<file path="src/rtl/icache_axi_refill.sv">
// icache_axi_refill: bridge from the icache miss port to an AXI read channel.
// It takes one line request, issues a single 8-beat INCR burst of 32-bit words,
// collects the beats into a 256-bit line and presents it for one cycle.
// Only one refill is in flight at a time. rd_req is ignored while a burst is active.

module icache_axi_refill #(
  parameter logic [3:0] AXI_ID = 4'd0
) (
  input  logic         clk,
  input  logic         reset,
  // icache side
  input  logic         rd_req,
  input  logic [31:0]  rd_addr,
  output logic         ret_valid,
  output logic [255:0] ret_data,
  output logic         refill_err,
  // AXI read address channel
  output logic [3:0]   arid,
  output logic [31:0]  araddr,
  output logic [7:0]   arlen,
  output logic [2:0]   arsize,
  output logic [1:0]   arburst,
  output logic         arvalid,
  input  logic         arready,
  // AXI read data channel
  input  logic [31:0]  rdata,
  input  logic [1:0]   rresp,
  input  logic         rlast,
  input  logic         rvalid,
  output logic         rready
);

  typedef enum logic [1:0] {
    IDLE = 2'd0,
    ADDR = 2'd1,
    DATA = 2'd2,
    DONE = 2'd3
  } state_t;

  state_t      state;
  logic [2:0]  cnt;
  logic        err_flag;
  logic        beat_err;
  logic [31:0] aligned_addr;

  // Burst shape never changes: one line is always eight 4-byte INCR beats.
  assign arid    = AXI_ID;
  assign arlen   = 8'd7;
  assign arsize  = 3'b010;
  assign arburst = 2'b01;

  // Masking keeps the low offset bits out of the address; the line is always fetched whole.
  assign aligned_addr = rd_addr & 32'hFFFF_FFE0;

  // A beat is faulty on a non-OKAY response or when rlast disagrees with the
  // beat position. rlast is used only here. The beat counter alone ends the burst.
  assign beat_err = (rresp != 2'b00) ||
                    ( rlast && (cnt != 3'd7)) ||
                    (!rlast && (cnt == 3'd7));

  // Refill sequencer. Every output that the handshakes depend on is a flop
  // that is set when the state changes. This keeps AXI inputs off any combinational path to outputs.
  always_ff @(posedge clk) begin
    if (reset) begin
      state      <= IDLE;
      cnt        <= 3'd0;
      err_flag   <= 1'b0;
      arvalid    <= 1'b0;
      araddr     <= 32'd0;
      rready     <= 1'b0;
      ret_valid  <= 1'b0;
      refill_err <= 1'b0;
      ret_data   <= '0;
    end else begin
      case (state)
        IDLE: begin
          if (rd_req) begin
            araddr   <= aligned_addr;
            cnt      <= 3'd0;
            err_flag <= 1'b0;
            arvalid  <= 1'b1;
            state    <= ADDR;
          end
        end
        ADDR: begin
          if (arready) begin
            arvalid <= 1'b0;
            rready  <= 1'b1;
            state   <= DATA;
          end
        end
        DATA: begin
          if (rvalid) begin
            ret_data[{cnt, 5'b00000} +: 32] <= rdata;
            cnt <= cnt + 3'd1;
            if (beat_err) begin
              err_flag <= 1'b1;
            end
            if (cnt == 3'd7) begin
              rready     <= 1'b0;
              ret_valid  <= 1'b1;
              refill_err <= err_flag | beat_err;
              state      <= DONE;
            end
          end
        end
        DONE: begin
          ret_valid  <= 1'b0;
          refill_err <= 1'b0;
          state      <= IDLE;
        end
        default: begin
          state <= IDLE;
        end
      endcase
    end
  end

endmodule
</file>
<file path="config.mk">
export PLATFORM = sky130hd
export DESIGN_NAME = icache_axi_refill
export DESIGN_NICKNAME = d
export VERILOG_FILES = /design/src/rtl/icache_axi_refill.sv
export SDC_FILE = /design/constraint.sdc
export NUM_CORES = 1
export LEC_CHECK = 0
export ABC_AREA = 1
export BUFFER_PORTS_ARGS = -buffer_cell sky130_fd_sc_hd__buf_4
export CAP_MARGIN = 20
export CORE_MARGIN = 2
export CORE_UTILIZATION = 30
export DETAILED_ROUTE_END_ITERATION = 10
export MAX_ROUTING_LAYER = met4
export SLEW_MARGIN = 25
export SYNTH_ARGS = -nofsm -noshare
export SYNTH_HDL_FRONTEND = slang
export SYNTH_SLANG_ARGS = --single-unit
</file>
<file path="constraint.sdc">
create_clock -name clk -period 3.5 [get_ports clk]
set_input_delay 0.175 -clock clk [delete_from_list [all_inputs] [get_ports clk]]
set_output_delay 0.175 -clock clk [all_outputs]
set_load 0.01 [all_outputs]
</file>
---- Yosys cells after proc, flatten, opt, wreduce, memory -nomap -nowiden ----
Index checks and enable logic that the tools add are counted.
word-level totals
  register bits after elaboration ......... 293
  input port bits ......................... 72
  output and inout bits ................... 309
cells by class
  $add $sub $neg .......................... 2
  equality and inequality tests ........... 10
  shifts and indexed selects .............. 2
  mux-type cells .......................... 26
  bitwise gates (word level) .............. 1
  reductions and logical operators ........ 19
operators with widths
  cell                         number
  $bwmux W256                  1
  $shift A32 B10 Y256 const A  1
  $shiftx A32 B10 Y256         1
  $mux W1                      12
  $reduce_and A4 Y1            3
  $ne A2 B2 Y1 const B         5
  $neg A8 Y10                  1
  $pmux W1 S2                  5
  $reduce_bool A2 Y1           5
  $reduce_and A3 Y1            3
  $mux W2                      4
  $pmux W2 S4                  1
  $mux W3                      2
  $pmux W3 S2                  1
  $eq A2 B2 Y1 const B         2
  $reduce_and A2 Y1            2
  $add A3 B1 Y3 const B        1
  $eq A3 B3 Y1 const B         1
  $ne A3 B3 Y1 const B         1
  $eq A2 B1 Y1 const B         1
  $logic_and A1 B1 Y1          2
  $logic_not A2 Y1             1
  $logic_or A1 B1 Y1           2
  $logic_not A1 Y1             1
  $or A1 B1 Y1                 1

---- Depth between registers and ports, before layout ----
Gate-level depths: netlist (run 1).
  depth in word-level cells ............... 8
  mapped depth ............................ 11
  gate-level depth less buffers ........... 10

---- Worst setup path after synthesis (run 1) ----
Ideal clock, no wire load.
  path kind ............................... reg-to-reg
  start ................................... reg cnt[0]
  end ..................................... reg ret_data[171]
  data arrival time ....................... 1.825 ns
  path slack .............................. 1.559 ns
  cell stages (with the launch flop) ...... 11
  path buffers ............................ 1
  clock period less this slack ............ 1.941 ns
  path through ............................ dfxtp_1 inv_2 ha_1 ha_1 inv_2 nand2_1 nor2_2 nand2_2 clkbuf_1 o21ai_0 nor2_1
on the way
  word-level cells in the longest chain between the ends .. 3
RTL lines
  element                                                      line  source
  start, declared                                              41    logic [2:0] cnt;
  start signal, assigned                                       95    cnt <= cnt + 3'd1;
  $neg A8 Y10 (*)                                              94    ret_data[{cnt, 5'b00000} +: 32] <= rdata;
  $shiftx A32 B10 Y256 or $shift A32 B10 Y256 (tied branches)  94
  $bwmux W256 (*)                                              94
  end signal, assigned by index                                94
  end, declared                                                15    output logic [255:0] ret_data,
Mark *: on every way between the ends. The rest lies on a longest branch, timed or not.
A chain may end at the register's enable or synchronous reset.

---- Worst setup path in the final report (run 1) ----
Same ends and word-level chain as after synthesis.

==> impl_metrics.ini, run 1 <==
[outcome]
status = complete, no violations

[logic_synthesis]
yosysTopAreaCell = dfxtp_1
seq_area_frac_synth_pct = 47.48
yosys-top-cells-area = dfxtp_1 47%, nor2_1 18%, nand2_1 9.2%
synthDistinctLibCells = 32
synth_cells = 1815
ys_ff_latch = 293
ys_warn_count = 0
synth_top_area_share_pct = 47.48
synth-edff-count = 0
syn_area_um2 = 12350
avgSynthCellArea_um2 = 6.806
synth-main-ff-cell = dfxtp_1
async_reset_ff_share_pct = 0

[power_and_ir_drop]
p_comb_share_pct = 26.7
powerDensity_nw_per_um2 = 592.3
internal_power_mw = 6.606
p_leak_nw = 8.461
p_clk_share_pct = 37.3
power.switching_mw = 3.543
report.power.total_mw = 10.15
vdd_drop_max_mv = 0.3835
seq_power_share_pct = 36.0
sw_frac_of_total_pct = 34.91

[clock_tree]
ctsHoldBuffers = 65
cts-root-buf = clkbuf_16
cts.clk_slew.worst_paths_ns = 0.06
cts_max_level = 2
cts_setup_buffers = 0
cts_buffer_depth = 3
ctsResizeCount = 0
cts_num_sinks = 293
clock_latency_ns = 0.56
cts_tree = done
cts_buffers = 36

[layout]
fillers = 4229
final_area_um2 = 17140
regArea_um2 = 5866
multiInputGateArea_um2 = 5224
syn_to_final_growth_pct = 38.71
drive_gt1_share_pct = 20.46
fin_nets = 2264
stdcell_count = 2739

[floorplanning]
die_x_um = 206.9
core_area_um2 = 40740
start_util_pct = 30.32
rows = 74
die_h_um = 206.9
dieArea_um2 = 42820
ios = 381

[global_routing]
antenna_found_initial = 3
grt_pass1_vias = 11320
grt_overflow = 0
grt_max_degree = 146
grt_first_pass_wirelength_um = 66440
track_usage_pct = 21.19

[timing]
period_share_pct = 79.10
setup_violations = 0
rsz0062_at_grt = false
slew_violations = 0
tightest_slew_ns = 0.8302
final.setup.tns_ns = 0
clock-skew-final_ns = 0.01785
max_slew_margin_pct = 44.52
clock.fmax_mhz = 361.2
hold_viol_final = 0
period_minus_slack_ns = 2.768
worst_slack_ns = 0.7315

[place]
dp.cells = 2609
dp_slack_ns = 0.7341
place_area_um2 = 15280
io_buffers = 353
gp_congestion = 0.8429
dp_hpwl_um = 32430

[setup_path]
path_class = reg2reg
worstPathArrival_ns = 3.21
crit_path_max_fanout = 35
crit_required_ns = 3.94
end_kind = flop
startpoint_type = flop

[detailed_routing]
detail-route-antenna-nets = 0
first_pass_iters = 5
via_per_inst = 4.485
drt_iter0_drc = 740
routedWlPerCell_um = 16.54
drcViolationCount = 0
postRouteWirelength_um = 45320
vias = 12290

[min_path]
hold_path_class = in2reg

[run]
max_cap_violations = 0
==> cells in the final DEF, fill, tap and decap left out, types with 4 or more instances in the layout <==
cell / netlist / layout
o21ai_1: 17 / 17
a21oi_1: 31 / 31
dfxtp_1: 293 / 293
buf_4: 27 / 372
inv_1: 170 / 170
conb_1: 2 / 22
ha_1: 12 / 11
nor2_1: 591 / 591
nand4_1: 26 / 26
nand2_1: 304 / 304
clkinv_2: 0 / 4
nor3_1: 43 / 43
o21ai_0: 142 / 142
nand3_1: 24 / 24
dlygate4sd3_1: 0 / 65
inv_2: 6 / 6
clkbuf_8: 0 / 7
clkbuf_1: 45 / 7
clkbuf_16: 0 / 36
==> power groups by stage <==
stage / sequential, mW / combinational (mW) / clock [mW]
6_report: 3.66 / 2.71 / 3.78
5_1_grt: 3.68 / 3.03 / 3.99
4_1_cts: 3.66 / 2.73 / 3.88
3_5_place_dp: 3.73 / 2.65 / 0
3_3_place_gp: 3.72 / 2.62 / 0
2_1_floorplan: 3.80 / 1.67 / 0
==> path summary, 6_finish.rpt <==
check	from	end	slack, ns	depth (start not counted)
worst max register to register	cnt[0]$_SDFFE_PP0P_	ret_data[171]$_SDFFE_PP0P_	0.73	11
worst min-delay path	rresp[0]	refill_err$_SDFFE_PP0P_	0.05	5
worst min register to register	rready$_SDFFE_PP0P_	rready$_SDFFE_PP0P_	0.44	2
worst max-delay path	cnt[0]$_SDFFE_PP0P_	ret_data[171]$_SDFFE_PP0P_	0.73	11
==> area by class of cell <==
| type | instances | area share [%] |
|---|---|---|
| repair buffers | 440 | 20.45 |
| clock buffers | 50 | 5.973 |
| diodes | 3 | 0.04381 |
| well taps | 532 | 3.885 |
| multi-input cells | 1232 | 30.49 |
| flip-flops and latches | 293 | 34.23 |
| inverters | 177 | 3.921 |
| clock inverters | 12 | 1.015 |
==> state kept, by name (all words and copies together) (netlist names) <==
| signal | cells |
|---|---|
| err_flag | 1 |
| ret_valid | 1 |
| arvalid | 1 |
| rready | 1 |
| ret_data | 256 |
| araddr | 27 |
| state | 2 |
| cnt | 3 |
| refill_err | 1 |
==> metrics by stage <==
stage | hold slack [ns] | utilization (%)
6_report | 0.04781 | 42.06
5_1_grt | 0.1046 | 42.06
4_1_cts | 0.007397 | 42.04
3_5_place_dp | 0.4294 | 37.51
3_3_place_gp | 0.4239 | 37.51
2_1_floorplan | 0.2441 | -
==> cell families (layout without fill, tap and decap cells) <==
| family | after synthesis | count (layout) | synth area share, % |
|---|---|---|---|
| adder cells (fa/ha/maj) | 12 | 12 | 1.215 |
| flip-flops | 293 | 293 | 47.48 |
| buffers and inverters | 310 | 679 | 10.86 |
| other | 2 | 25 | 0.06079 |
| AND/OR/NAND/NOR | 1005 | 1005 | 32.50 |
| AO/OA/AOI/OAI | 193 | 193 | 7.880 |
==> Yosys cell counts (all sizes together), types with 3 or more instances <==
cell	n
a21oi	31
and2	3
buf	87
clkbuf	46
dfxtp	293
ha	12
inv	176
nand2	308
nand3	27
nand4	26
nor2	596
nor3	44
o21ai	159
==> worst max-delay path, cell delays in order, from the launching register on <==
cell and delay (ns):
dfxtp_1 0.30, buf_4 0.20, inv_2 0.10, ha_2 0.20
ha_1 0.33, inv_2 0.16, nand2_1 0.08, nor2_2 0.08
buf_4 0.32, nand2_2 0.46, o21ai_0 0.34, nor2_1 0.06
==> metal layers <==
| metal | track usage (%) | part of all wire [%] | vias up | wire (um) |
|---|---|---|---|---|
| li1 | - | - | 6233 | - |
| met1 | 26.36 | 44 | 5635 | 20150 |
| met2 | 33.11 | 45 | 341 | 20600 |
| met3 | 5.400 | 6.9 | 76 | 3128 |
| met4 | 7.903 | 3.2 | 0 | 1442 |
| met5 | - | 0 | - | 0 |
No activity file was read; power rests on OpenSTA's default activity.
==> run 2, diff against run 1 <==
- ABC_AREA: 1 -> 0
- clock period: 3.5 -> 2.8 ns (I/O delays scaled with it)
==> run 2 against run 1 <==
  * Die area decreased by 4.5%
  * Synthesized cell count decreased by 30%
  * Fmax increased by 8.4%
  * Flip-flop and latch count stayed put
  * Non-clock buffer count grew 5
  * Combinational power decreased by 52%
  * Global-route usage is 2.3 points lower
  * Final cell count is 20% lower
  * Clock-buffer cell count grew 1
==> impl_metrics.ini, run 2 <==
[outcome]
status = complete, no violations

[timing]
clock.fmax_mhz = 391.6
setup_violations = 0
tightest_slew_ns = 0.7813
hold_slack_ns = 0.04446
final.setup.tns_ns = 0
hold_viol_final = 0
slew_violations = 0
clock-skew-final_ns = 0.009565
rsz0062_at_grt = false
period_share_pct = 91.21
max_slew_margin_pct = 47.91
period_minus_slack_ns = 2.554

[clock_tree]
cts_setup_buffers = 0
clock_latency_ns = 0.53
cts-root-buf = clkbuf_16
cts_tree = done
cts_max_level = 2
cts_buffer_depth = 3
cts_num_sinks = 293
cts.clk_slew.worst_paths_ns = 0.06
cts_buffers = 35

[logic_synthesis]
ys_ff_latch = 293
yosys-top-cells-area = dfxtp_1 50%, mux2i_1 22%, nand2_1 15%
seq_area_frac_synth_pct = 49.75
ys_top_cells_by_count = 477 x nand2_1, 293 x dfxtp_1, 257 x mux2i_1
avgSynthCellArea_um2 = 9.292
yosys.cell_count.top_type = nand2_1
async_reset_ff_share_pct = 0
ys_warn_count = 0
synth_cells = 1269
syn_area_um2 = 11790
synth_top_area_share_pct = 49.75
synthDistinctLibCells = 40
synth-edff-count = 0
synth-main-ff-cell = dfxtp_1
yosysTopAreaCell = dfxtp_1

[layout]
final_area_um2 = 16610
largest_reg_flops = 256
reg_top3 = ret_data x256, araddr x27, cnt x3
antenna_cells = 0
layout_common_cells = 476 x nand2_1, 375 x buf_4, 293 x dfxtp_1
layout_commonest_cell = nand2_1
fillers = 3787
stdcell_count = 2201
syn_to_final_growth_pct = 40.90
fin_util_pct = 42.89
fin_nets = 1746
drive_gt1_share_pct = 27.09
max_flop_register = ret_data

[global_routing]
grt_first_pass_wirelength_um = 58750
grt_overflow = 0
track_usage_pct = 18.91
grt_max_degree = 134
antenna_found_initial = 0
grt_pass1_vias = 10220

[place]
dp.cells = 2080
gp_congestion = 0.7543
place_area_um2 = 14850
dp_hpwl_um = 26290
io_buffers = 353

[setup_path]
cp_cell_sequence = inv_1 -> ha_1 -> ha_1 -> or4b_4 -> nor3_4 -> buf_6 -> mux2i_1
crit_path_max_fanout = 12
path_class = reg2reg
critPathMaxStageDelay_ns = 0.54
startpoint_type = flop
slowest_stage = or4b_4
crit_required_ns = 3.25
path_common_cell = ha_1
end_kind = flop
worstPathArrival_ns = 3.00

[power_and_ir_drop]
powerDensity_nw_per_um2 = 609.7
vdd_drop_max_mv = 0.4178
p_leak_nw = 7.207

[floorplanning]
core_area_um2 = 38740
dieArea_um2 = 40910
ios = 381
die_x_um = 202.3
die_h_um = 202.3
start_util_pct = 30.44
rows = 72

[detailed_routing]
drt_iter0_drc = 335
routedWlPerCell_um = 17.33
drcViolationCount = 0
vias = 9991
first_pass_iters = 4
detail-route-antenna-nets = 0
postRouteWirelength_um = 38150
via_per_inst = 4.539

[run]
max_cap_violations = 0

[min_path]
hold_path_class = in2reg
-- run 2: cell types whose count changed in the layout (fill, tap and decap cells not counted), sizes merged, moves of 26 or more --
cell / delta
nor2: -593
mux2i: +257
nand2: +169
inv: -168
o21ai: -155
nor3: -42
nor2b: +36
nand4: -26
-- run 2: where the power goes --
part           switching (mW)  total [mW]  internal [mW]
Sequential             0.0867        4.41           4.32
Clock                    1.76        4.42           2.66
Combinational           0.746        1.30          0.558
Total                    2.59        10.1           7.54
-- run 2: area by class of cell --
| class | count | area [um2] | share of cell area (%) |
|---|---|---|---|
| clock buffers | 51 | 1079 | 6.492 |
| flip-flops and latches | 293 | 5866 | 35.31 |
| inverters | 9 | 41.29 | 0.2485 |
| clock inverters | 7 | 45.04 | 0.2711 |
| multi-input cells | 878 | 5358 | 32.25 |
| well taps | 518 | 648.1 | 3.901 |
| repair buffers | 445 | 3577 | 21.53 |
-- run 2: final timing paths --
path | from | end | slack [ns] | cells after the start
max | cnt[1]$_SDFFE_PP0P_ | ret_data[6]$_SDFFE_PP0P_ | 0.25 | 7
min | rd_req | arvalid$_SDFFE_PP0P_ | 0.04 | 4
min reg2reg | ret_data[5]$_SDFFE_PP0P_ | ret_data[5]$_SDFFE_PP0P_ | 0.45 | 2
max reg2reg | cnt[1]$_SDFFE_PP0P_ | ret_data[6]$_SDFFE_PP0P_ | 0.25 | 7
-- run 2: logic make-up after synthesis --
family	share of synthesized area, %
compound gates	2.621
mux	21.82
other cells	0.06369
fa+ha+maj	1.273
flops	49.75
buf+inv	5.857
xor+xnor	0.07429
simple gates	18.55
-- run 2: repair_timing --
item,4_1_cts,5_1_grt
resized for setup,0,1
hold buffers,63,0
endpoints found under the hold margin,98,0
endpoints found under the setup margin,0,3
-- run 2: critical path: cells and delay by family (launching register included) --
kind                     cells  cell delay, ns
AND/OR/NAND/NOR              2            0.77
adder cells (fa/ha/maj)      2            0.65
flip-flops                   1            0.44
buffers and inverters        2            0.38
multiplexers                 1            0.22
-- run 2: stage by stage --
step | power (mW) | setup slack, ns
final | 10.13 | 0.2461
after CTS | 10.28 | 0.1745
after floorplan | 5.233 | 0.4201
after detailed placement | 5.727 | 0.2001
after global routing | 10.61 | 0.04134
after global placement | 5.706 | 0.2887
-- run 2: metal layers --
| metal | wire (um) | global-route usage [%] | vias to the layer above |
|---|---|---|---|
| met5 | 0 | - | - |
| met4 | 827 | 5.162 | 0 |
| met3 | 2131 | 4.370 | 59 |
| met2 | 18180 | 31.15 | 261 |
| met1 | 17020 | 23.20 | 4801 |
| li1 | - | - | 4870 |
==> run 3, diff against run 2 <==
==> constraint.sdc (replaced) <==
create_clock -name clk -period 2.8 [get_ports clk]
set_input_delay 0.28 -clock clk [delete_from_list [all_inputs] [get_ports clk]]
set_output_delay 0.28 -clock clk [all_outputs]
set_load 0.01 [all_outputs]
==> run 3 against run 2 <==
  * Clock skew is 0.0013 ns lower
  * Via count is 0.25% lower
  * Sequential power barely moved
  * Clock power fell by 2%
  * Flip-flop and latch count unchanged
  * Clock-buffer cell count down 2
  * Register-to-register slack improved by 0.12 ns
  * Total power down 0.97%
  * Non-clock buffer count down 9
  * Global-route usage grew 0.15 points
  * Setup slack improved by 0.12 ns
==> impl_metrics.ini, run 3 (synthesis gave the netlist of run 2 again) <==
[floorplanning]
die_x_um = 202.3
dieArea_um2 = 40910
core_area_um2 = 38740
die_h_um = 202.3
rows = 72
ios = 381
start_util_pct = 30.44

[layout]
largest_reg_flops = 256
antenna_cells = 0
fin_util_pct = 42.47
reg_top3 = ret_data x256, araddr x27, cnt x3
fillers = 3837
final_area_um2 = 16450
layout_commonest_cell = nand2_1
multiInputGateArea_um2 = 5358
fin_nets = 1737
regArea_um2 = 5866
syn_to_final_growth_pct = 39.54
max_flop_register = ret_data
drive_gt1_share_pct = 27.18
layout_common_cells = 476 x nand2_1, 379 x buf_4, 293 x dfxtp_1

[global_routing]
track_usage_pct = 19.06
grt_max_degree = 118
grt_overflow = 0
antenna_found_initial = 0
grt_first_pass_wirelength_um = 58760
grt_pass1_vias = 10180

[clock_tree]
cts-root-buf = clkbuf_16
cts.clk_slew.worst_paths_ns = 0.06
cts_num_sinks = 293
clock_latency_ns = 0.53
cts_buffer_depth = 3
cts_tree = done
cts_max_level = 2
ctsResizeCount = 0
cts_buffers = 35

[place]
dp_hpwl_um = 26390
gp_congestion = 0.7615
io_buffers = 353
place_area_um2 = 14840

[detailed_routing]
postRouteWirelength_um = 38590
detail-route-antenna-nets = 0
first_pass_iters = 4
drcViolationCount = 0
vias = 9966
drt_iter0_drc = 340
via_per_inst = 4.547
routedWlPerCell_um = 17.60

[setup_path]
reg2reg_slack_ns = 0.37
startpoint = cnt[1]$_SDFFE_PP0P_
startpoint_type = flop
r2r_start = cnt[1]$_SDFFE_PP0P_
path_class = reg2reg
r2r-end = ret_data[9]$_SDFFE_PP0P_
worstPathArrival_ns = 2.89
crit_required_ns = 3.26
crit_path_max_fanout = 12
worst-r2r-cell-count = 7
crit_end = ret_data[9]$_SDFFE_PP0P_
end_kind = flop

[timing]
slew_violations = 0
clock-skew-final_ns = 0.008266
rsz0062_at_grt = false
clock.fmax_mhz = 411.0
max_slew_margin_pct = 45.40
period_share_pct = 86.90
setup_violations = 0
period_minus_slack_ns = 2.433
tightest_slew_ns = 0.8189
final.setup.tns_ns = 0
hold_viol_final = 0

[power_and_ir_drop]
report.power.total_mw = 10.03
powerDensity_nw_per_um2 = 609.6
vdd_drop_max_mv = 0.3522
p_leak_nw = 7.137

[outcome]
status = complete, no violations

[min_path]
hold_path_class = in2reg
hold_depth = 3

[run]
max_cap_violations = 0
run 3: how the worst min path moves through the flow:
stage,endpoint,start,slack [ns]
after floorplan,araddr[10]$_SDFFE_PP0P_,rd_addr[10],0.42
after global placement,ret_data[6]$_SDFFE_PP0P_,ret_data[6]$_SDFFE_PP0P_,0.44
after detailed placement,ret_data[31]$_SDFFE_PP0P_,ret_data[31]$_SDFFE_PP0P_,0.45
after CTS,ret_data[154]$_SDFFE_PP0P_,rdata[26],0.004
after global routing,ret_data[150]$_SDFFE_PP0P_,rdata[22],0.01
final,ret_data[153]$_SDFFE_PP0P_,rdata[25],0.03
run 3: metal layers:
metal | up-vias | GRT usage [%] | part of all wire (%)
li1 | 4864 | - | -
met1 | 4773 | 22.71 | 44
met2 | 273 | 31.54 | 48
met3 | 56 | 4.821 | 6.0
met4 | 0 | 5.996 | 2.7
met5 | - | - | 0
run 3: worst max-delay path: stages (launching register included):
cell	delay, ns
dfxtp_1	0.45
inv_1	0.15
ha_1	0.23
ha_1	0.29
or4b_4	0.50
nor3_4	0.23
buf_4	0.30
mux2i_1	0.21
run 3: through the flow:
step	worst slack (ns)	std cells	hold slack, ns
2_1_floorplan	0.4201	1289	0.4160
3_3_place_gp	0.4328	2081	0.4427
3_5_place_dp	0.3669	2081	0.4473
4_1_cts	0.3549	2192	0.003916
5_1_grt	0.1344	2192	0.01465
6_report	0.3667	2192	0.03446
run 3: final cells by class:
type                            count  area share (%)
Clock buffer                       49           6.266
Clock inverter                      9          0.3270
Inverter                            9          0.2510
Multi-Input combinational cell    878           32.56
Sequential cell                   293           35.65
Tap cell                          518           3.939
Timing Repair Buffer              436           21.00
run 3: repair_timing:
item | CTS | global route
hold buffers | 53 | 0
hold endpoints to repair | 73 | 0
setup buffers | 0 | 0
run 3: report_power, final:
group	internal (mW)	switching (mW)	leakage (nW)	total [mW]
Combinational	0.547	0.745	4.24	1.29
Sequential	4.32	0.0906	2.36	4.41
Clock	2.56	1.77	0.534	4.33
Total	7.43	2.61	7.14	10.0
